File: config.mk
export PLATFORM = sky130hd
export DESIGN_NAME = game_sequencer
export DESIGN_NICKNAME = d
export VERILOG_FILES = /design/src/rtl/breakout_pkg.sv /design/src/rtl/game_sequencer_tick_gen.sv /design/src/rtl/game_sequencer.sv
export SDC_FILE = /design/constraint.sdc
export NUM_CORES = 1
export LEC_CHECK = 0
export ABC_AREA = 1
export CAP_MARGIN = 10
export CORE_AREA = 10 10 102 104
export CTS_CLUSTER_DIAMETER = 40
export CTS_CLUSTER_SIZE = 30
export DETAILED_ROUTE_END_ITERATION = 8
export DIE_AREA = 0 0 112 114
export GPL_TIMING_DRIVEN = 1
export PLACE_DENSITY = 0.87
export SLEW_MARGIN = 25
export SYNTH_ARGS = -nofsm -noshare
export SYNTH_HDL_FRONTEND = slang
export SYNTH_SLANG_ARGS = --single-unit
File: constraint.sdc
create_clock -name clock -period 5.55 [get_ports clock]
set_clock_uncertainty 0.1 [all_clocks]
set_input_delay 0.8325 -clock clock [delete_from_list [all_inputs] [get_ports clock]]
set_output_delay 0.8325 -clock clock [all_outputs]
set_load 0.005 [all_outputs]
File: src/rtl/breakout_pkg.sv
// breakout_pkg
// Shared definitions for the Breakout game controller: state codes,
// output widths, the score ceiling and a saturating score increment.
package breakout_pkg;

    localparam int SCORE_W  = 10;
    localparam int LIVES_W  = 2;
    localparam int LEVEL_W  = 3;
    localparam int PERIOD_W = 20;

    localparam logic [SCORE_W-1:0] SCORE_MAX = 10'd999;

    typedef enum logic [2:0] {
        ST_IDLE    = 3'd0,
        ST_PLAY    = 3'd1,
        ST_PAUSE   = 3'd2,
        ST_LOST    = 3'd3,
        ST_RESPAWN = 3'd4,
        ST_OVER    = 3'd5
    } state_t;

    function automatic logic [SCORE_W-1:0] score_inc(input logic [SCORE_W-1:0] s);
        return (s >= SCORE_MAX) ? SCORE_MAX : s + SCORE_W'(1);
    endfunction

endpackage

File: src/rtl/game_sequencer_tick_gen.sv
// tick_gen
// Programmable-period strobe generator. The counter runs 0..period-1 while
// enabled, holds while disabled, and is forced to 0 by clear. The period is
// latched on clear and on every wrap, so a new period only applies to the
// interval that starts after the wrap.
// Ports:
//   clock, reset     system clock, async active-low reset
//   enable           count this cycle
//   clear            zero the counter and latch period
//   mask             suppress tick_out for the strobe produced by this wrap
//   period           requested period in cycles
//   tick             one-cycle strobe after each wrap (always)
//   tick_out         tick gated by mask
module tick_gen
    import breakout_pkg::*;
#(
    parameter int BASE_PERIOD = 250000
) (
    input  logic                clock,
    input  logic                reset,
    input  logic                enable,
    input  logic                clear,
    input  logic                mask,
    input  logic [PERIOD_W-1:0] period,
    output logic                tick,
    output logic                tick_out
);

    logic [PERIOD_W-1:0] count_q;
    logic [PERIOD_W-1:0] period_q;
    logic                wrap;

    assign wrap = enable && (count_q == period_q - PERIOD_W'(1));

    always_ff @(posedge clock or negedge reset) begin
        if (!reset) begin
            count_q  <= '0;
            period_q <= PERIOD_W'(BASE_PERIOD);
            tick     <= 1'b0;
            tick_out <= 1'b0;
        end else if (clear) begin
            count_q  <= '0;
            period_q <= period;
            tick     <= 1'b0;
            tick_out <= 1'b0;
        end else if (wrap) begin
            count_q  <= '0;
            period_q <= period;
            tick     <= 1'b1;
            tick_out <= ~mask;
        end else begin
            if (enable) begin
                count_q <= count_q + PERIOD_W'(1);
            end
            tick     <= 1'b0;
            tick_out <= 1'b0;
        end
    end

endmodule

File: src/rtl/game_sequencer.sv
// game_sequencer
// Match-flow controller for the Breakout ball datapath. Drives the ball
// mover run level and move strobe and keeps lives, score and speed level.
// Ports:
//   clock, reset           system clock, async active-low reset
//   btn_start, btn_pause   debounced button levels (rising edge acts)
//   endgame, hit_bar       status levels from the ball mover
//   ball_run, move_tick    run level and move strobe to the ball mover
//   lives, score, level    game counters for display
//   game_over, state_led   status for LEDs
//
// state   | meaning
// IDLE    | power-up, waiting for start
// PLAY    | ball moving, strobes issued, hits scored
// PAUSE   | ball frozen, tick count held
// LOST    | one cycle, life taken
// RESPAWN | ball recentring, waiting RESPAWN_TICKS periods
// OVER    | no lives left, waiting for start
module game_sequencer
    import breakout_pkg::*;
#(
    parameter int BASE_PERIOD    = 250000,
    parameter int PERIOD_STEP    = 25000,
    parameter int MAX_LEVEL      = 7,
    parameter int HITS_PER_LEVEL = 4,
    parameter int LIVES          = 3,
    parameter int RESPAWN_TICKS  = 100
) (
    input  logic               clock,
    input  logic               reset,
    input  logic               btn_start,
    input  logic               btn_pause,
    input  logic               endgame,
    input  logic               hit_bar,
    output logic               ball_run,
    output logic               move_tick,
    output logic [LIVES_W-1:0] lives,
    output logic [SCORE_W-1:0] score,
    output logic [LEVEL_W-1:0] level,
    output logic               game_over,
    output logic [2:0]         state_led
);

    localparam int HIT_W  = $clog2(HITS_PER_LEVEL + 1);
    localparam int RESP_W = $clog2(RESPAWN_TICKS + 1);

    state_t state_q, state_nx;

    logic start_q, pause_q, hit_q;
    logic start_edge, pause_edge, hit_edge;

    logic [LIVES_W-1:0]  lives_nx;
    logic [SCORE_W-1:0]  score_nx;
    logic [LEVEL_W-1:0]  level_nx;
    logic [HIT_W-1:0]    hit_cnt_q, hit_cnt_nx;
    logic [RESP_W-1:0]   resp_cnt_q, resp_cnt_nx;

    logic                tick_en, tick_clr, tick_mask;
    logic                tick_int, tick_out;
    logic [PERIOD_W-1:0] period_in;

    assign start_edge = btn_start & ~start_q;
    assign pause_edge = btn_pause & ~pause_q;
    assign hit_edge   = hit_bar   & ~hit_q;

    always_ff @(posedge clock or negedge reset) begin
        if (!reset) begin
            start_q <= 1'b0;
            pause_q <= 1'b0;
            hit_q   <= 1'b0;
        end else begin
            start_q <= btn_start;
            pause_q <= btn_pause;
            hit_q   <= hit_bar;
        end
    end

    always_comb begin
        state_nx    = state_q;
        lives_nx    = lives;
        score_nx    = score;
        level_nx    = level;
        hit_cnt_nx  = hit_cnt_q;
        resp_cnt_nx = resp_cnt_q;
        tick_en     = 1'b0;
        tick_clr    = 1'b0;

        case (state_q)
            ST_IDLE, ST_OVER: begin
                tick_clr = 1'b1;
                if (start_edge) begin
                    state_nx   = ST_PLAY;
                    lives_nx   = LIVES_W'(LIVES);
                    score_nx   = '0;
                    level_nx   = '0;
                    hit_cnt_nx = '0;
                end
            end
            ST_PLAY: begin
                tick_en = 1'b1;
                if (endgame) begin
                    state_nx = ST_LOST;
                end else if (pause_edge) begin
                    state_nx = ST_PAUSE;
                end else if (hit_edge) begin
                    score_nx = score_inc(score);
                    if (hit_cnt_q == HIT_W'(HITS_PER_LEVEL - 1)) begin
                        hit_cnt_nx = '0;
                        if (level < LEVEL_W'(MAX_LEVEL)) begin
                            level_nx = level + LEVEL_W'(1);
                        end
                    end else begin
                        hit_cnt_nx = hit_cnt_q + HIT_W'(1);
                    end
                end
            end
            ST_PAUSE: begin
                if (pause_edge) begin
                    state_nx = ST_PLAY;
                end
            end
            ST_LOST: begin
                tick_clr    = 1'b1;
                lives_nx    = lives - LIVES_W'(1);
                resp_cnt_nx = '0;
                state_nx    = (lives == LIVES_W'(1)) ? ST_OVER : ST_RESPAWN;
            end
            ST_RESPAWN: begin
                tick_en = 1'b1;
                if (tick_int) begin
                    if (resp_cnt_q == RESP_W'(RESPAWN_TICKS - 1)) begin
                        resp_cnt_nx = '0;
                        tick_clr    = 1'b1;
                        state_nx    = ST_PLAY;
                    end else begin
                        resp_cnt_nx = resp_cnt_q + RESP_W'(1);
                    end
                end
            end
            default: begin
                tick_clr = 1'b1;
                state_nx = ST_IDLE;
            end
        endcase
    end

    // A strobe is only let out if the ball is still moving next cycle, so
    // nothing reaches the mover on the way into PAUSE, LOST or RESPAWN.
    assign tick_mask = (state_nx != ST_PLAY);

    // Period follows the level being written this cycle, so a game restart
    // from OVER latches the level-0 period rather than the stale one.
    assign period_in = PERIOD_W'(BASE_PERIOD) - PERIOD_W'(level_nx) * PERIOD_W'(PERIOD_STEP);

    always_ff @(posedge clock or negedge reset) begin
        if (!reset) begin
            state_q    <= ST_IDLE;
            lives      <= LIVES_W'(LIVES);
            score      <= '0;
            level      <= '0;
            hit_cnt_q  <= '0;
            resp_cnt_q <= '0;
            ball_run   <= 1'b0;
            game_over  <= 1'b0;
        end else begin
            state_q    <= state_nx;
            lives      <= lives_nx;
            score      <= score_nx;
            level      <= level_nx;
            hit_cnt_q  <= hit_cnt_nx;
            resp_cnt_q <= resp_cnt_nx;
            ball_run   <= (state_nx == ST_PLAY) || (state_nx == ST_PAUSE);
            game_over  <= (state_nx == ST_OVER);
        end
    end

    assign state_led = state_q;
    assign move_tick = tick_out;

    tick_gen #(
        .BASE_PERIOD (BASE_PERIOD)
    ) u_tick_gen (
        .clock    (clock),
        .reset    (reset),
        .enable   (tick_en),
        .clear    (tick_clr),
        .mask     (tick_mask),
        .period   (period_in),
        .tick     (tick_int),
        .tick_out (tick_out)
    );

endmodule

# [Word-level counts from Yosys, hierarchy flattened]
# Cells that the tools add are included.
[classes] n_addsub=8 n_mul=1 magnitude_cmp=2 n_eq_ne=18 mux=45 bitwise=7 reduce_logical=14
[op_table] cell="$mux 20" count=5
[op_table] cell="$mux 3" count=17
[op_table] cell="$mux 10" count=5
[op_table] cell="$add 20x1->20 const B" count=1
[op_table] cell="$eq 20x20->1" count=1
[op_table] cell="$pmux 10 s2" count=1
[op_table] cell="$sub 20x1->20 const B" count=1
[op_table] cell="$sub 18x18->19 const A" count=1
[op_table] cell="$mul 3x12->15 const B" count=1
[op_table] cell="$pmux 3 s5" count=1
[op_table] cell="$mux 7" count=2
[op_table] cell="$pmux 7 s2" count=1
[op_table] cell="$eq 3x2->1 const B" count=4
[op_table] cell="$pmux 3 s2" count=2
[op_table] cell="$add 10x1->10 const B" count=1
[op_table] cell="$ge 10x10->1 const B" count=1
[op_table] cell="$eq 3x3->1 const B" count=3
[op_table] cell="$mux 1" count=8
[op_table] cell="$ne 2x2->1 const B" count=4
[op_table] cell="$reduce_bool 2->1" count=4
[op_table] cell="$add 7x1->7 const B" count=1
[op_table] cell="$eq 7x7->1 const B" count=1
[op_table] cell="$add 3x1->3 const B" count=2
[op_table] cell="$eq 3x1->1 const B" count=2
[op_table] cell="other kinds (17)" count=25
[word_totals] ff_bits=75 in_bits=6 out_inout_bits=21 elab_cells=110

# [Longest topological paths before layout]
[logic_depth] word_depth=11 depth_mapped=23 mapped_depth_nobuf=23

# [Modules after synthesis]
# From an unflattened synthesis, not the netlist that was laid out.
[unflattened] cells_unflattened=716 area_unflattened_um2=5118.7
[modules_own_cells] module="tick_gen" n_inst=1 cells_each=426 area_per_inst_um2=2891.5 seq_area_each_um2=1059.8
[modules_own_cells] module="game_sequencer" n_inst=1 cells_each=290 area_per_inst_um2=2227.1 seq_area_each_um2=828.3

# [Worst setup path after synthesis]
# No wires, ideal clock.
[synth_path] kind="input to register" start="in btn_start" end="reg u_tick_gen.period_q[10]" setup_time_ps=118 arrival_time_ps=3252 required_ps=5332 path_slack_ps=2080 path_stages=18 n_path_buf=0 path_cell_list="inv_1 or2_2 a21oi_1 inv_1 nand2_1 nand2_1 ha_1 ha_1 nand3_1 nand2_1 xnor2_1 nand2_1 nor3_1 nand3_1 nand3_1 nand2_1 nand2_1 nand2_1"
[synth_via] elab_chain_cells=7
[synth_lines] element="from (decl)" line="game_sequencer.sv:31" rtl="input logic btn_start,"
[synth_lines] element="$and 1x1->1 *" line="game_sequencer.sv:62" rtl="assign start_edge = btn_start & ~start_q;"
[synth_lines] element="$mux 3 *" line="game_sequencer.sv:91" rtl="if (start_edge) begin"
[synth_lines] element="$pmux 3 s2 *" line="game_sequencer.sv:88" rtl="case (state_q)"
[synth_lines] element="via level_nx[1]" line="game_sequencer.sv:54" rtl="logic [LEVEL_W-1:0] level_nx;"
[synth_lines] element="$mul 3x12->15 *" line="game_sequencer.sv:153" rtl="assign period_in = PERIOD_W'(BASE_PERIOD) - PERIOD_W'(level_nx) * PERIOD_W'(PERIOD_STEP);"
[synth_lines] element="$sub 18x18->19 *" line="game_sequencer.sv:153"
[synth_lines] element="$mux 20" line="game_sequencer_tick_gen.sv:46" rtl="end else if (wrap) begin"
[synth_lines] element="$mux 20 *" line="game_sequencer_tick_gen.sv:41" rtl="end else if (clear) begin"
[synth_lines] element="to (signal assigned)" line="game_sequencer_tick_gen.sv:38" rtl="period_q <= PERIOD_W'(BASE_PERIOD);"
[synth_lines] element="to (signal assigned)" line="game_sequencer_tick_gen.sv:43" rtl="period_q <= period;"
[synth_lines] element="to (signal assigned)" line="game_sequencer_tick_gen.sv:48" rtl="period_q <= period;"
[synth_lines] element="to (decl)" line="game_sequencer_tick_gen.sv:30" rtl="logic [PERIOD_W-1:0] period_q;"
# Mark *: on every way through the listed nets, which the timed path passes. The rest lies on a longest branch. The select of a mux whose other input is x is not followed.
# A chain may end at the register's enable or synchronous reset.

# [Worst setup path in the final report]
[layout_path] start="in hit_bar" end="reg u_tick_gen.period_q[10]"
[layout_via] elab_chain_cells=9
[layout_lines] element="from (decl)" line="game_sequencer.sv:34" rtl="input logic hit_bar,"
[layout_lines] element="$and 1x1->1 *" line="game_sequencer.sv:64" rtl="assign hit_edge = hit_bar & ~hit_q;"
[layout_lines] element="$mux 3 *" line="game_sequencer.sv:105" rtl="end else if (hit_edge) begin"
[layout_lines] element="$mux 3 *" line="game_sequencer.sv:103" rtl="end else if (pause_edge) begin"
[layout_lines] element="$mux 3 *" line="game_sequencer.sv:101" rtl="if (endgame) begin"
[layout_lines] element="$pmux 3 s2 *" line="game_sequencer.sv:88"
[layout_lines] element="via level_nx[1]" line="game_sequencer.sv:54"
[layout_lines] element="$mul 3x12->15 *" line="game_sequencer.sv:153"
[layout_lines] element="$sub 18x18->19 *" line="game_sequencer.sv:153"
[layout_lines] element="$mux 20" line="game_sequencer_tick_gen.sv:46"
[layout_lines] element="$mux 20 *" line="game_sequencer_tick_gen.sv:41"
# Marks and branches as above.

==> summary.txt <==
Status
  – Status: finished, final reports clean

Clock tree
  – Root Buffer: clkbuf_8
  – CTS HTree Levels: 3
  – Clk sinks: 70
  – TritonCTS Buffers: 9
  – Post-CTS Hold Buffers: 0
  – Max Root-Sink Buffers: 2
  – Worst-path clk slew: roughly 0.070 ns
  – CTS tree: yes
  – Post-CTS Setup Inserts: 0
  – Post-CTS sizing: 0
  – Worst-Skew Late Latency: 0.36 ns

Setup path
  – RR Endpoint: u_tick_gen.period_q[10]$_DFFE_PN0P_
  – Slowest-stage cell, CP: clkdlybuf4s50_1
  – Setup crit end: u_tick_gen.period_q[10]$_DFFE_PN0P_
  – Arr. time, crit path: between 4 and 5 ns
  – Critical Path RT: 5.74 ns
  – FF-to-FF Start: state_led[2]$_DFF_PN0_
  – Buf/Inv on CP: 3
  – Worst Setup End Kind: flop
  – Crit path from: hit_bar
  – Depth of the worst register-to-register path: 20
  – R2R Setup Slk: between 1.5 and 2 ns
  – Worst Path Class, Setup: in2reg
  – Critical path depth in cells: 23
  – Worst-path maximum fanout: 7
  – Crit-path max cell delay: ~0.52 ns
  – Most frequent CP cell: nand2_1
  – Cell Chain, Critical Path: clkdlybuf4s50_1 > inv_1 > nor2_1 > nand2_1 > nor2_1 > inv_1 > nand2_1 > nand2_1 > nand2_1 > nand2_1 > ha_1 > ha_1 > nand3_1 > nand2_1 > xnor2_1 > nand2_1 > nor3_1 > nand3_1 > nand2_1 > nand2_1 > nand2_1 > nand2_1 > nand2_1
  – Startpoint Class: primary input
  – Family with the most delay on the worst path: simple AND/OR/NAND/NOR gates

STA
  – Finish-stage setup viols: 0
  – Final hold violations: 0
  – Final Max Tran Viols: 0
  – Final worst slack: roughly 1.5 ns
  – Maximum clock frequency: between 0.2 and 0.25 GHz
  – Setup TNS: 0 ns
  – Hold WS: 0.3762 ns
  – Final Cycle Share: 0.7356
  – RSZ-0062 raised after global routing: no
  – Max-slew headroom: 0.4272
  – Slew at the pin closest to its max-slew limit: 0.8592 ns
  – Min Tclk post-route: around 4.1 ns

Finish
  – Share of post-route cells with drive strength above 1: 0.05703
  – Final Net Count: between 700 and 800
  – Diode count: 0
  – Sequential cell area: ~0.0018 mm²
  – Finished Layout Cells: roughly 860
  – Filler Cell Count: around 720
  – Area Growth Syn to Fin: 12.44%
  – Multi-input logic area: 0.002649 mm²

Placed design
  – Pre-CTS setup slack: approximately 1.2 ns
  – DP Wirelength: around 8.6 mm
  – Global placer's final weighted congestion: around 0.91
  – Buffers on Ports: 26
  – Inst Count DP: 846

Floorplan
  – Die X: between 100 and 150 µm
  – DIE HEIGHT: 114 µm
  – DIE AREA: 0.01277 mm²
  – Cell Rows: 34
  – Starting Density: 0.5761
  – Core region area: 0.008466 mm²
  – # IOs: 27

Routing
  – ANT nets after route: 0
  – Final wirelength: 11.43 mm
  – DRC viols: 0
  – DRT Pass-1 Iters: 5
  – Wirelength per Cell: 13.25 µm
  – Vias per cell: ~5.4
  – Initial DRC count: ~330
  – DR vias: between 4000 and 5000

Logic synthesis
  – Unique masters post-synth: 40
  – Most used flip-flop cell after synthesis: dfrtp_1
  – Netlist Area Pre-Place: 0.004877 mm²
  – Cells after Synth: about 720
  – Number of flops mapped to enable cells by yosys: 0
  – Synth top cells by count: 214 x nand2_1, 110 x inv_1, 88 x nor2_1
  – YS warnings: 0
  – Yosys reg bits: 70
  – Area leader, netlist: dfrtp_1
  – Yosys top cell area share: 0.3130
  – Ys async rst share: 1.000
  – Post-Syn Nets: 743
  – Syn_area_per_cell: 6.783 µm²
  – Top post-synthesis cells by area: dfrtp_1 31%, nand2_1 16%, inv_1 8.5%
  – Most instantiated library cell after synthesis: nand2_1
  – Seq/Total Area, Yosys: 0.3615

Power
  – Combinational Power Share: 0.397
  – Net Switching: approximately 0.0008 W
  – P_leak: 2.811 nW
  – Sequential fraction of design power: 0.340
  – PD cells: between 300 and 400 mW/mm²
  – Power Internal: 0.001169 W
  – Switching Fraction: 0.4098
  – Clock Power Share: 0.263
  – Worst IR Drop VDD: 0.2522 mV

Global route
  – GR peak layer: met2
  – M2 GR Usage: 0.3186
  – First-pass GRT wire length: ~20 mm
  – Grt ovf: 0
  – Met1 Use GR: 0.2104
  – Routing usage on met3: 0.04619
  – Vias in the first global route: 4597
  – Initial antenna violation count: 0
  – Pin count of the biggest net entering global routing: 71
  – GRT Util Overall: 0.1829

Flow run
  – Max-cap violations: 0

Worst hold path
  – Hold Crit Class: reg2reg
-- registers in the layout, indices dropped and copies added, names as in the netlist --
register             count
start_q                  1
game_over                1
hit_q                    1
score                   10
u_tick_gen.period_q     15
resp_cnt_q               7
level                    3
hit_cnt_q                3
u_tick_gen.tick_out      1
u_tick_gen.count_q      20
pause_q                  1
ball_run                 1
lives                    2
u_tick_gen.tick          1
state_led                3
-- cell type report --
cell class / instances / share of cell area
Tap cell: 108 / 0.02464
Clock buffer: 10 / 0.02510
Timing Repair Buffer: 27 / 0.04791
Multi-Input combinational cell: 529 / 0.4830
Sequential cell: 70 / 0.3215
Clock inverter: 6 / 0.02122
Inverter: 112 / 0.07666
-- how the worst min path moves through the flow --
stage	start	endpoint	cells after the start	slack (ns)
final	hit_cnt_q[0]$_DFFE_PN0P_	hit_cnt_q[0]$_DFFE_PN0P_	1	0.38
after global routing	hit_cnt_q[0]$_DFFE_PN0P_	hit_cnt_q[0]$_DFFE_PN0P_	1	0.43
after CTS	hit_cnt_q[0]$_DFFE_PN0P_	hit_cnt_q[0]$_DFFE_PN0P_	1	0.38
after detailed placement	hit_cnt_q[0]$_DFFE_PN0P_	hit_cnt_q[0]$_DFFE_PN0P_	1	0.37
after global placement	hit_cnt_q[0]$_DFFE_PN0P_	hit_cnt_q[0]$_DFFE_PN0P_	1	0.36
after floorplan	hit_cnt_q[0]$_DFFE_PN0P_	hit_cnt_q[0]$_DFFE_PN0P_	1	0.35
-- placed cells by master (no fill, tap or decap), types with 4 or more instances in the layout --
master           synthesis  final
nor2_2                   4      4
dfstp_2                  9      9
nand3_1                 66     66
nor3_1                  15     15
inv_1                  110    110
o22ai_1                  7      7
o21ai_0                 25     25
dfrtp_1                 61     61
xor2_1                  21     21
a21oi_1                 24     24
ha_1                    18     18
nand4_1                 12     12
nand2_1                214    214
xnor2_1                  9      9
clkdlybuf4s50_1          0     25
nor2_1                  88     88
clkbuf_8                 0     10
-- power by group through the flow --
stage | Sequential (W) | Combinational (W) | Clock, W
global route | 0.000684 | 0.000897 | 0.000550
detailed placement | 0.000680 | 0.000779 | 0
finish | 0.000673 | 0.000785 | 0.000522
floorplan | 0.000666 | 0.000596 | 0
CTS | 0.000672 | 0.000783 | 0.000530
global placement | 0.000676 | 0.000748 | 0
-- logic make-up (layout without fill, tap and decap cells) --
logic type | after synthesis | in the layout | synth area share
AOI/OAI and AO/OA | 64 | 64 | 0.07466
xor gates and xnor gates | 30 | 30 | 0.05388
adders and majority gates | 18 | 18 | 0.04618
buffers and inverters | 120 | 155 | 0.09671
DFF | 70 | 70 | 0.3615
and+or+nand+nor | 417 | 417 | 0.3671
-- stage by stage --
stage	utilization	total power (W)	cell area, µm²
floorplan	-	0.001261	4877
global placement	0.6171	0.001424	5224
detailed placement	0.6178	0.001459	5230
CTS	0.6478	0.001984	5484
global route	0.6478	0.002130	5484
finish	0.6478	0.001981	5484
-- routing by layer --
metal	share of wire	vias to the layer above
met5	0	-
met4	0.023	0
met3	0.060	30
met2	0.49	163
met1	0.43	2166
li1	-	2336
No activity file was read; power rests on OpenSTA's default activity.
